File: config.mk
export PLATFORM = sky130hd
export DESIGN_NAME = alu_issue_ctrl
export DESIGN_NICKNAME = d
export VERILOG_FILES = /design/src/rtl/alu_issue_ctrl_pkg.sv /design/src/rtl/alu_ctrl_rom.sv /design/src/rtl/alu_issue_ctrl.sv
export SDC_FILE = /design/constraint.sdc
export NUM_CORES = 1
export LEC_CHECK = 0
export BUFFER_PORTS_ARGS = -buffer_cell sky130_fd_sc_hd__buf_4
export CAP_MARGIN = 10
export CORE_AREA = 2 2 74 59
export CTS_CLUSTER_SIZE = 16
export DETAILED_ROUTE_END_ITERATION = 16
export DIE_AREA = 0 0 76 61
export GPL_ROUTABILITY_DRIVEN = 0
export GPL_TIMING_DRIVEN = 0
export PLACE_DENSITY_LB_ADDON = 0.15
export SLEW_MARGIN = 20
export SYNTH_ARGS = -nofsm -noshare
export SYNTH_HDL_FRONTEND = slang
export SYNTH_SLANG_ARGS = --single-unit
File: constraint.sdc
create_clock -name clk -period 2 [get_ports clk]
set_input_delay 0.4 -clock clk [delete_from_list [all_inputs] [get_ports clk]]
set_output_delay 0.4 -clock clk [all_outputs]
set_load 0.01 [all_outputs]
File: src/rtl/alu_issue_ctrl_pkg.sv
// ---------------------------------------------------------------------------
// alu_issue_ctrl_pkg
// Shared definitions for the 4-DSP complex ALU issue sequencer:
//   - instruction opcode encodings
//   - per-core DSP control field widths and control constants
//   - sequencer FSM state type and an opcode legality helper
// ---------------------------------------------------------------------------
package alu_issue_ctrl_pkg;

    localparam int NUM_CORES = 4;
    localparam int ALUMODE_W = 4;
    localparam int INMODE_W  = 5;
    localparam int OPMODE_W  = 7;

    localparam logic [2:0] OP_NOP    = 3'b000;
    localparam logic [2:0] OP_CMULT  = 3'b100;
    localparam logic [2:0] OP_MULADD = 3'b101;
    localparam logic [2:0] OP_MULSUB = 3'b110;

    // X=M, Y=M, Z=0 : plain multiply
    localparam logic [OPMODE_W-1:0]  OPMODE_M     = 7'h05;
    // X=M, Y=M, Z=C : multiply combined with C
    localparam logic [OPMODE_W-1:0]  OPMODE_CM    = 7'h35;
    localparam logic [ALUMODE_W-1:0] ALUMODE_ADD  = 4'h0;
    // Z - (X+Y), i.e. C - M
    localparam logic [ALUMODE_W-1:0] ALUMODE_ZSUB = 4'h3;

    typedef enum logic [1:0] {
        ST_IDLE  = 2'd0,
        ST_ISSUE = 2'd1,
        ST_DRAIN = 2'd2
    } state_e;

    function automatic logic op_is_legal(input logic [2:0] op);
        return (op == OP_NOP) || (op == OP_CMULT) ||
               (op == OP_MULADD) || (op == OP_MULSUB);
    endfunction

endpackage

File: src/rtl/alu_ctrl_rom.sv
// ---------------------------------------------------------------------------
// alu_ctrl_rom
// Combinational opcode -> DSP control lookup for all four cores.
// Core 1 occupies the MSB field of every packed output.
// Ports:
//   i_opcode   [2:0]   latched instruction opcode
//   o_alumode  [15:0]  4 bits per core
//   o_inmode   [19:0]  5 bits per core (always 0: A2/B2 selected)
//   o_opmode   [27:0]  7 bits per core
// ---------------------------------------------------------------------------
module alu_ctrl_rom
    import alu_issue_ctrl_pkg::*;
(
    input  logic [2:0]                     i_opcode,
    output logic [NUM_CORES*ALUMODE_W-1:0] o_alumode,
    output logic [NUM_CORES*INMODE_W-1:0]  o_inmode,
    output logic [NUM_CORES*OPMODE_W-1:0]  o_opmode
);

    always_comb begin
        o_alumode = '0;
        o_inmode  = '0;
        o_opmode  = '0;
        case (i_opcode)
            OP_CMULT: begin
                o_opmode  = {OPMODE_M, OPMODE_M, OPMODE_M, OPMODE_M};
                o_alumode = {ALUMODE_ADD, ALUMODE_ADD, ALUMODE_ADD, ALUMODE_ADD};
            end
            OP_MULADD: begin
                // Cores 1/3 accumulate C, cores 2/4 are plain multiplies
                o_opmode  = {OPMODE_CM, OPMODE_M, OPMODE_CM, OPMODE_M};
                o_alumode = {ALUMODE_ADD, ALUMODE_ADD, ALUMODE_ADD, ALUMODE_ADD};
            end
            OP_MULSUB: begin
                o_opmode  = {OPMODE_CM, OPMODE_M, OPMODE_CM, OPMODE_M};
                o_alumode = {ALUMODE_ZSUB, ALUMODE_ADD, ALUMODE_ZSUB, ALUMODE_ADD};
            end
            default: ;
        endcase
    end

endmodule

File: src/rtl/alu_issue_ctrl.sv
// ---------------------------------------------------------------------------
// alu_issue_ctrl
// Instruction issue sequencer for the 4-DSP complex ALU. Accepts repeat-count
// instructions, issues one ALU op per granted cycle, and tracks the ALU
// pipeline so res_valid/res_last line up with the ALU dout.
// Optional feature: define ALU_ISSUE_CNT_EN to add issue_cnt[31:0], a
// wrapping count of issue cycles (stalls not counted).
// Ports:
//   clk, rst (async, active-low)
//   inst_valid/inst_ready, inst_opcode[2:0], inst_count[CNT_WIDTH-1:0]
//   opnd_req/opnd_gnt            operand fetch handshake
//   opcode, alumode, inmode, opmode, cea2, ceb2, usemult   ALU control
//   res_valid, res_last          ALU dout qualifiers
//   busy, illegal                status
// ---------------------------------------------------------------------------
module alu_issue_ctrl
    import alu_issue_ctrl_pkg::*;
#(
    parameter int ALU_LATENCY = 4,
    parameter int CNT_WIDTH   = 8
) (
    input  logic                 clk,
    input  logic                 rst,
    input  logic                 inst_valid,
    output logic                 inst_ready,
    input  logic [2:0]           inst_opcode,
    input  logic [CNT_WIDTH-1:0] inst_count,
    output logic                 opnd_req,
    input  logic                 opnd_gnt,
    output logic [2:0]           opcode,
    output logic [15:0]          alumode,
    output logic [19:0]          inmode,
    output logic [27:0]          opmode,
    output logic [3:0]           cea2,
    output logic [3:0]           ceb2,
    output logic [3:0]           usemult,
    output logic                 res_valid,
    output logic                 res_last,
    output logic                 busy,
    output logic                 illegal
`ifdef ALU_ISSUE_CNT_EN
    ,
    output logic [31:0]          issue_cnt
`endif
);

    state_e                 r_state;
    state_e                 w_state_next;
    logic [2:0]             r_opcode;
    logic [CNT_WIDTH-1:0]   r_count;
    logic [ALU_LATENCY-1:0] r_pipe_vld;
    logic [ALU_LATENCY-1:0] r_pipe_last;
    logic [ALU_LATENCY-1:0] w_pipe_vld_nxt;
    logic [ALU_LATENCY-1:0] w_pipe_last_nxt;
    logic                   r_illegal;
    logic                   w_accept;
    logic                   w_start;
    logic                   w_issue;
    logic                   w_issue_last;
    logic                   w_pipe_busy;
    logic                   w_pipe_drains;
    logic [15:0]            w_rom_alumode;
    logic [19:0]            w_rom_inmode;
    logic [27:0]            w_rom_opmode;

    alu_ctrl_rom u_rom (
        .i_opcode  (r_opcode),
        .o_alumode (w_rom_alumode),
        .o_inmode  (w_rom_inmode),
        .o_opmode  (w_rom_opmode)
    );

    assign inst_ready   = (r_state == ST_IDLE) & rst;
    assign w_accept     = inst_valid & inst_ready;
    assign w_start      = w_accept & op_is_legal(inst_opcode) & (inst_opcode != OP_NOP);
    assign w_issue      = (r_state == ST_ISSUE) & opnd_gnt;
    assign w_issue_last = w_issue & (r_count == '0);
    assign w_pipe_busy  = |r_pipe_vld;

    // Pipe shift and "empty after this cycle" detection; the single-stage
    // case has no lower stages to inspect.
    generate
        if (ALU_LATENCY == 1) begin : g_pipe_one
            assign w_pipe_vld_nxt  = w_issue;
            assign w_pipe_last_nxt = w_issue_last;
            assign w_pipe_drains   = 1'b1;
        end else begin : g_pipe_multi
            assign w_pipe_vld_nxt  = {r_pipe_vld[ALU_LATENCY-2:0], w_issue};
            assign w_pipe_last_nxt = {r_pipe_last[ALU_LATENCY-2:0], w_issue_last};
            assign w_pipe_drains   = ~|r_pipe_vld[ALU_LATENCY-2:0];
        end
    endgenerate

    always_ff @(posedge clk or negedge rst) begin
        if (!rst) begin
            r_state     <= ST_IDLE;
            r_opcode    <= '0;
            r_count     <= '0;
            r_pipe_vld  <= '0;
            r_pipe_last <= '0;
            r_illegal   <= 1'b0;
        end else begin
            r_state     <= w_state_next;
            r_pipe_vld  <= w_pipe_vld_nxt;
            r_pipe_last <= w_pipe_last_nxt;
            r_illegal   <= w_accept & ~op_is_legal(inst_opcode);
            if (w_start) begin
                r_opcode <= inst_opcode;
                r_count  <= inst_count;
            end else if (w_issue && !w_issue_last) begin
                r_count <= r_count - 1'b1;
            end
        end
    end

    always_comb begin
        w_state_next = r_state;
        case (r_state)
            ST_IDLE:  if (w_start)       w_state_next = ST_ISSUE;
            ST_ISSUE: if (w_issue_last)  w_state_next = ST_DRAIN;
            // Leave DRAIN once only the final stage is occupied, so busy
            // falls in the cycle right after the last result.
            ST_DRAIN: if (w_pipe_drains) w_state_next = ST_IDLE;
            default:                     w_state_next = ST_IDLE;
        endcase
    end

    always_comb begin
        opnd_req = (r_state == ST_ISSUE);
        alumode  = '0;
        inmode   = '0;
        opmode   = '0;
        cea2     = '0;
        ceb2     = '0;
        usemult  = '0;
        if (r_state == ST_ISSUE) begin
            alumode = w_rom_alumode;
            inmode  = w_rom_inmode;
            usemult = 4'b1111;
            // A stall keeps A2/B2 held and feeds no new op into the DSPs
            if (w_issue) begin
                opmode = w_rom_opmode;
                cea2   = 4'b1111;
                ceb2   = 4'b1111;
            end
        end
    end

    assign busy      = (r_state != ST_IDLE) | w_pipe_busy;
    // Opcode persists until the last result leaves the ALU
    assign opcode    = busy ? r_opcode : 3'b000;
    assign res_valid = r_pipe_vld[ALU_LATENCY-1];
    assign res_last  = r_pipe_last[ALU_LATENCY-1];
    assign illegal   = r_illegal;

`ifdef ALU_ISSUE_CNT_EN
    logic [31:0] r_issue_cnt;

    always_ff @(posedge clk or negedge rst) begin
        if (!rst) begin
            r_issue_cnt <= '0;
        end else if (w_issue) begin
            r_issue_cnt <= r_issue_cnt + 32'd1;
        end
    end

    assign issue_cnt = r_issue_cnt;
`endif

endmodule

* Word level (Yosys, flattened, before mapping) *
Index checks and enable logic that the tools add are counted.

storage, ports and cells
  register bits = 22
  logic and storage cells = 57

operators by class
  add/sub/neg operators = 1
  equal/unequal tests = 11
  mux-type cells = 15
  bitwise gates (word level) = 9
  reductions and logical operators = 15

operator list
  kind                 number
  $mux 28              2
  $pmux 27 s2          1
  $eq 3x3->1 const B   6
  $mux 16              1
  $mux 8               2
  $mux 14              1
  $mux 4               3
  $logic_not 8->1      1
  $sub 8x1->8 const B  1
  $and 1x1->1          7
  $mux 2               3
  $pmux 2 s3           1
  $ne 2x2->1 const B   2
  $reduce_bool 2->1    2
  $reduce_or 4->1      1
  $logic_not 3->1      1
  $logic_or 1x1->1     3
  $mux 3               1
  $reduce_and 3->1     1
  $reduce_bool 3->1    1
  $reduce_or 3->1      1
  $eq 2x1->1 const B   1
  $eq 2x2->1 const B   1
  $logic_not 2->1      1
  other kinds (6)      6

* Longest topological paths before layout *
Gate-level depths: netlist (run 1).

  depth after elaboration = 8
  depth in mapped cells = 6

* Hierarchy *
From an unflattened synthesis (run 1), not the netlist that was laid out.

second synthesis, totals
  cell total of the unflattened synthesis = 236
  area total of the unflattened synthesis = 2,018.2 µm²

modules (own cells, without submodules)
  module          times used  cells each  area each (µm²)  seq. area each (µm²)
  alu_issue_ctrl  1           170         1,524.0          550.5
  alu_ctrl_rom    1           66          494.2            0.0

* Worst setup path after synthesis (run 1) *
Ideal clock, no wire load.

  path type = flip-flop to output port
  start = reg r_state[1]
  end = out opmode[12]
  arrival = 1.559 ns
  data required time = 1.600 ns
  slack = 0.041 ns
  stages on the path, launching flop included = 6
  buffers on the path = 1
  path through = dfrtp_1 > nand3b_2 > inv_2 > and3_1 > o21a_1 > buf_4

between the ends
  cells in the longest elaborated chain, start to end = 4

ends and longest elaborated chain
  what                    line                   RTL
  start, declared         alu_issue_ctrl.sv:47   state_e r_state;
  start signal, assigned  alu_issue_ctrl.sv:103  r_state <= w_state_next;
  $eq 2x1->1              alu_issue_ctrl.sv:76   assign w_issue = (r_state == ST_ISSUE) & opnd_gnt;
  $and 1x1->1             alu_issue_ctrl.sv:76
  net w_issue             alu_issue_ctrl.sv:58   logic w_issue;
  $mux 28                 alu_issue_ctrl.sv:141  if (w_issue) begin
  $mux 28                 alu_issue_ctrl.sv:136  if (r_state == ST_ISSUE) begin
  end, declared           alu_issue_ctrl.sv:33   output logic [27:0] opmode,

The timed path passes the listed nets, and every way through them passes these cells.

* Worst setup path in the final report (run 1) *
  start = reg r_pipe_vld[1]
  end = out opcode[0]

between the ends
  cells in the longest elaborated chain, start to end = 3

ends and longest elaborated chain
  what                    line                   RTL
  start, declared         alu_issue_ctrl.sv:51   logic [ALU_LATENCY-1:0] r_pipe_vld;
  start signal, assigned  alu_issue_ctrl.sv:104  r_pipe_vld <= w_pipe_vld_nxt;
  $reduce_or 4->1         alu_issue_ctrl.sv:78   assign w_pipe_busy = |r_pipe_vld;
  $or 1x1->1              alu_issue_ctrl.sv:149  assign busy = (r_state != ST_IDLE) | w_pipe_busy;
  $mux 3                  alu_issue_ctrl.sv:151  assign opcode = busy ? r_opcode : 3'b000;
  end, declared           alu_issue_ctrl.sv:30   output logic [2:0] opcode,

No other way between the ends.

==> results.json, run 1 <==
{
  "yosys.area.top_type": "dfrtp_1",
  "synth_flop_cell": "dfrtp_1",
  "die_w_um": 76,
  "hold_buffers": 0,
  "vias_per_cell": 3.74,
  "dpl_cell_area_um2": 2240,
  "r2r_start": "r_count[0]",
  "crit_path_start_kind": "register",
  "clock-sinks": 22,
  "synth_edf_count": 0,
  "worstPathCellList": "or3_4, or4_4, and2_1, buf_6",
  "totalWireLength_um": 3140,
  "first_global_vias": 1118,
  "synth_seq_area_share_pct": 34.2,
  "drtAntennaViolNets": 0,
  "path_max_fanout": 4,
  "p_sw_mw": 0.976,
  "grt_max_degree": 25,
  "port-buffer-count": 51,
  "crit_family": "simple AND/OR/NAND/NOR gates",
  "critPathKind": "reg -> out",
  "yosysWarningCount": 0,
  "vias": 1256,
  "r2r_slack_ps": 280,
  "synth_top_area_share_pct": 34.2,
  "cts_root_buf": "clkbuf_8",
  "finalCritPeriodShare_pct": 108,
  "switching_share_pct": 36.7,
  "row_count": 20,
  "syn_avg_cell_area_um2": 9.21,
  "synth_most_common_cell": "buf_4",
  "cpMaxStageDelayCell": "or4_4",
  "power.leakage_nw": 1.36,
  "drive_gt1_share_pct": 53.4,
  "hold_viol": 0,
  "worstReg2RegEnd": "r_count[0]",
  "nNetsFinal": 300,
  "final_util_pct": 61.2,
  "numCtsBuffers": 3,
  "first_iter_violations": 33,
  "coreArea_um2": 3880,
  "skew_ps": 1.83,
  "violations": "negative setup slack",
  "yosys_register_bits": 22,
  "period_needed_ps": 2170,
  "synthCells": 175,
  "first_pass_iters": 4,
  "grt_util_all_layers_pct": 13.9,
  "fmax_ghz": 0.462,
  "final_area_um2": 2370,
  "grt_first_pass_wirelength_um": 5060,
  "slew_viol_final": 0,
  "netlist_area_um2": 1610,
  "die_h_um": 61,
  "drc_errors": 0,
  "initial_core_util_pct": 41.5,
  "area_delta_synth_final_pct": 47.4,
  "die-area_um2": 4640,
  "setup_violations": 4,
  "cp.required_ps": 1600,
  "pwr-share-clk_pct": 9.9,
  "clkLatencyLatePin_ps": 260,
  "wire_per_inst_um": 9.35,
  "hpwl_um": 2530,
  "synth_cell_type_count": 39,
  "power.total_mw": 2.66,
  "reg2reg_depth": 5,
  "yosys-top-cells-count": "buf_4 (73), dfrtp_1 (22), nand2_1 (14)",
  "grt-ovfl-total": 0,
  "powerDensity_nw_per_um2": 1120,
  "power_frac_comb_pct": 61.2,
  "critPathArrivalTime_ps": 1770,
  "whs_ps": 18.7,
  "synth.area.top_cells": "dfrtp_1 (34%), buf_4 (34%), nand2_1 (3.3%), nor2_1 (1.6%), xnor2_1 (1.6%)",
  "pre_cts_ws_ps": -134,
  "p_seq_share_pct": 28.9,
  "setup_ws_ps": -166,
  "crit_buf_inv": 1,
  "cts_htree_levels": 1,
  "rsz0062_at_grt": "yes",
  "intPower_mw": 1.68,
  "cp_num_cells": 4,
  "pin_count": 100,
  "cts_tree": "yes",
  "slowest_delay_ps": 440,
  "end_kind": "primary output",
  "async_reset_ff_share_pct": 100,
  "drv_cap": 0,
  "ir_drop_mv": 0.466,
  "antenna_cells": 0,
  "antenna_found_initial": 0,
  "status": "complete, but fails checks",
  "ctsLongestPathBuffers": 2,
  "clk_pin_slew_ps": 70,
  "hold_class": "in -> async"
}
## cell families (layout without fill, tap and decap cells)
group           Yosys count  after routing  synth area share [%]
other cells               1             48                 0.233
flops                    22             22                  34.2
xor+xnor                  3              3                  1.63
compound gates           16             16                  6.60
mux                       1              1                 0.621
simple gates             48             48                  18.2
buf+inv                  81            140                  36.3
fa+ha+maj                 3              3                  2.17
## stage by stage
stage / TNS [ps] / cells
final: -592 / 336
after global routing: -842 / 336
after CTS: -606 / 335
after detailed placement: -445 / 328
after global placement: -401 / 328
after floorplan: 0 / 222
## layout make-up
cell class                 count  area [um^2]
clock buffer                   3         41.3
inverter                       7         28.8
fill                         358         1500
buffer                        74          559
timing repair buffer          56          435
tap                           55         68.8
multi-input combinational    119          688
sequential                    22          553
## routing by layer
layer	GRT usage (%)	vias up	part of all wire [%]
li1	-	667	-
met1	17.9	542	44
met2	23.5	43	49
met3	3.87	4	6.2
met4	3.90	0	0.80
met5	0	-	0
## how the worst max path moves through the flow
| stage | from | endpoint | slack (ps) |
|---|---|---|---|
| 5_1_grt | r_pipe_vld[1] | opcode[0] | -230 |
| 3_5_place_dp | r_state[1] | opmode[25] | -130 |
| 6_report | r_pipe_vld[1] | opcode[0] | -170 |
| 2_1_floorplan | r_state[1] | opmode[12] | 40 |
| 3_3_place_gp | r_state[1] | opmode[26] | -120 |
| 4_1_cts | r_pipe_vld[1] | opcode[2] | -170 |
## power groups by stage
| stage | sequential (mW) | clock (mW) | combinational, mW |
|---|---|---|---|
| floorplan | 0.727 | 0 | 0.966 |
| global placement | 0.757 | 0 | 1.49 |
| detailed placement | 0.757 | 0 | 1.52 |
| CTS | 0.758 | 0.268 | 1.58 |
| global route | 0.792 | 0.293 | 1.78 |
| finish | 0.768 | 0.264 | 1.63 |
## flip-flops by register name (all words and copies together), names as in the netlist
| register | cells |
|---|---|
| illegal | 1 |
| r_count | 8 |
| r_opcode | 3 |
| r_pipe_last | 4 |
| r_pipe_vld | 4 |
| r_state | 2 |
## layout by cell type, fill, tap and decap left out, drive strengths merged, types with 3 or more instances in the layout
master and n:
a21oi 4, and2 4, and3 3, buf 130, clkbuf 3, conb 48, dfrtp 22, inv 7
nand2 15, nand3 3, nor2 7, nor3b 3, o21ai 5, xnor2 3
## what timing repair did
action / 4_1_cts / 5_1_grt
resized for setup: 7 / 8
setup buffers: 4 / 1
gates cloned: 0 / 0
setup endpoints to repair: 16 / 14
pin swaps: 0 / 0
No activity file was read; power rests on OpenSTA's default activity.
==> run 2, diff against run 1 <==
clock period = 2.42 ns   (was 2 ns; I/O delays follow)
==> run 2 against run 1 <==
  * The flow now finishes without violations
  * Register-to-register slack better by 430 ps
  * Critical path depth unchanged
  * Flip-flop and latch count stayed put
  * Cell count shrank 1.5%
  * Total power decreased by 21%
  * Sequential share of layout area up 0.65 points
  * Combinational power decreased by 23%
  * First-iteration DRC count is 39% higher
  * Worst hold slack improved by 86 ps
  * Utilization is 1.9 points lower
  * Via count decreased by 2.1%
  * Critical endpoint unchanged
==> results.json, run 2 (synthesis gave the netlist of run 1 again) <==
{
  "status": "finished clean",
  "dr_wl_met3_um": 196,
  "skew_ps": 2.74,
  "critPathKind": "reg -> out",
  "cts_tree": "yes",
  "port-buffer-count": 51,
  "regMostFlops": "r_count",
  "first_iter_violations": 46,
  "die-area_um2": 4640,
  "row_count": 20,
  "stdcell_count": 331,
  "end_kind": "primary output",
  "hold_viol": 0,
  "num-fill-cells": 366,
  "clkLatencyLatePin_ps": 260,
  "pre_cts_ws_ps": 195,
  "antenna_found_initial": 0,
  "path_max_fanout": 4,
  "hold_buffers": 0,
  "area_delta_synth_final_pct": 42.7,
  "grt_util_all_layers_pct": 13.7,
  "grt_first_pass_wirelength_um": 4960,
  "hpwl_um": 2530,
  "die_w_um": 76,
  "drtAntennaViolNets": 0,
  "setup_violations": 0,
  "finalCritPeriodShare_pct": 93.2,
  "route.met2.wl_um": 1460,
  "nNetsFinal": 295,
  "r2r_slack_ps": 710,
  "wire_per_inst_um": 9.18,
  "dp_cells": 328,
  "totalWireLength_um": 3040,
  "period_needed_ps": 2250,
  "final_cell_mix": "buf_4 (124), conb_1 (48), dfrtp_1 (22), nand2_1 (14), nor2_1 (7)",
  "clk_pin_slew_ps": 70,
  "power.leakage_nw": 1.32,
  "top_layer": "met4",
  "m1WireLength_um": 1370,
  "drv_cap": 0,
  "cp.required_ps": 1940,
  "critPathArrivalTime_ps": 1770,
  "ctsLongestPathBuffers": 2,
  "drc_errors": 0,
  "die_h_um": 61,
  "numCtsBuffers": 3,
  "vias": 1230,
  "postCtsSetupBuffers": 0,
  "timing.setup.tns_ps": 0,
  "ir_drop_mv": 0.374,
  "power.total_mw": 2.10,
  "whs_ps": 104,
  "reg.largest.list": "r_count (8), r_pipe_last (4), r_pipe_vld (4)",
  "first_global_vias": 1094,
  "initial_core_util_pct": 41.5,
  "coreArea_um2": 3880,
  "slew_viol_final": 0,
  "dpl_cell_area_um2": 2240,
  "cts_htree_levels": 1,
  "drive_gt1_share_pct": 50.0,
  "rsz0062_at_grt": "no",
  "first_pass_iters": 4,
  "final_area_um2": 2300,
  "pin_count": 100,
  "grt-ovfl-total": 0,
  "fmax_ghz": 0.444,
  "largest_reg_flops": 8,
  "cts_resized": 2,
  "setup_ws_ps": 165,
  "vias_per_cell": 3.72,
  "clock-sinks": 22,
  "cts_root_buf": "clkbuf_8",
  "grt_max_degree": 25,
  "layout_commonest_cell": "buf_4",
  "hold_class": "in -> async",
  "powerDensity_nw_per_um2": 912,
  "final_util_pct": 59.3,
  "crit_path_start_kind": "register",
  "antenna_cells": 0
}
==> run 2: cell count changes in the layout (fill, tap and decap cells not counted), sizes merged <==
cell | previous run | this run
buf | 130 | 125
==> run 2: where the power goes <==
group	switching, mW	leakage [nW]	internal (mW)	total (mW)
clock network	0.104	0.0216	0.111	0.215
registers	0.136	0.274	0.490	0.627
logic	0.538	1.02	0.718	1.26
total	0.778	1.32	1.32	2.10
==> run 2: critical path, stage by stage, from the launching register on <==
cell,delay [ps]
dfrtp_1,380
or3_1,390
or4_4,440
and2_1,170
buf_4,140
==> run 2: layout make-up <==
class,count,area [um^2],area share (%)
clock buffers,3,41.3,1.80
repair buffers,51,383,16.6
plain buffers,74,559,24.3
multi-input cells,119,666,28.9
well taps,55,68.8,2.99
flip-flops and latches,22,551,23.9
inverters,7,31.3,1.36
==> run 2: routing by layer <==
layer  vias to the layer above  global-route usage (%)
met5                         -                       0
met4                         0                    3.90
met3                         2                    4.32
met2                        44                    23.1
met1                       526                    17.5
li1                        658                       -
==> run 2: final timing paths <==
path | startpoint | endpoint | cells past startpoint
worst max register to register | r_count[0] | r_count[0] | 5
max in group asynchronous | rst | r_pipe_vld[0] | 1
worst max-delay path | r_pipe_vld[1] | opcode[0] | 4
worst min-delay path | rst | r_pipe_last[2] | 1
min in group clk | r_pipe_last[0] | r_pipe_last[1] | 0
worst min register to register | r_pipe_last[0] | r_pipe_last[1] | 0
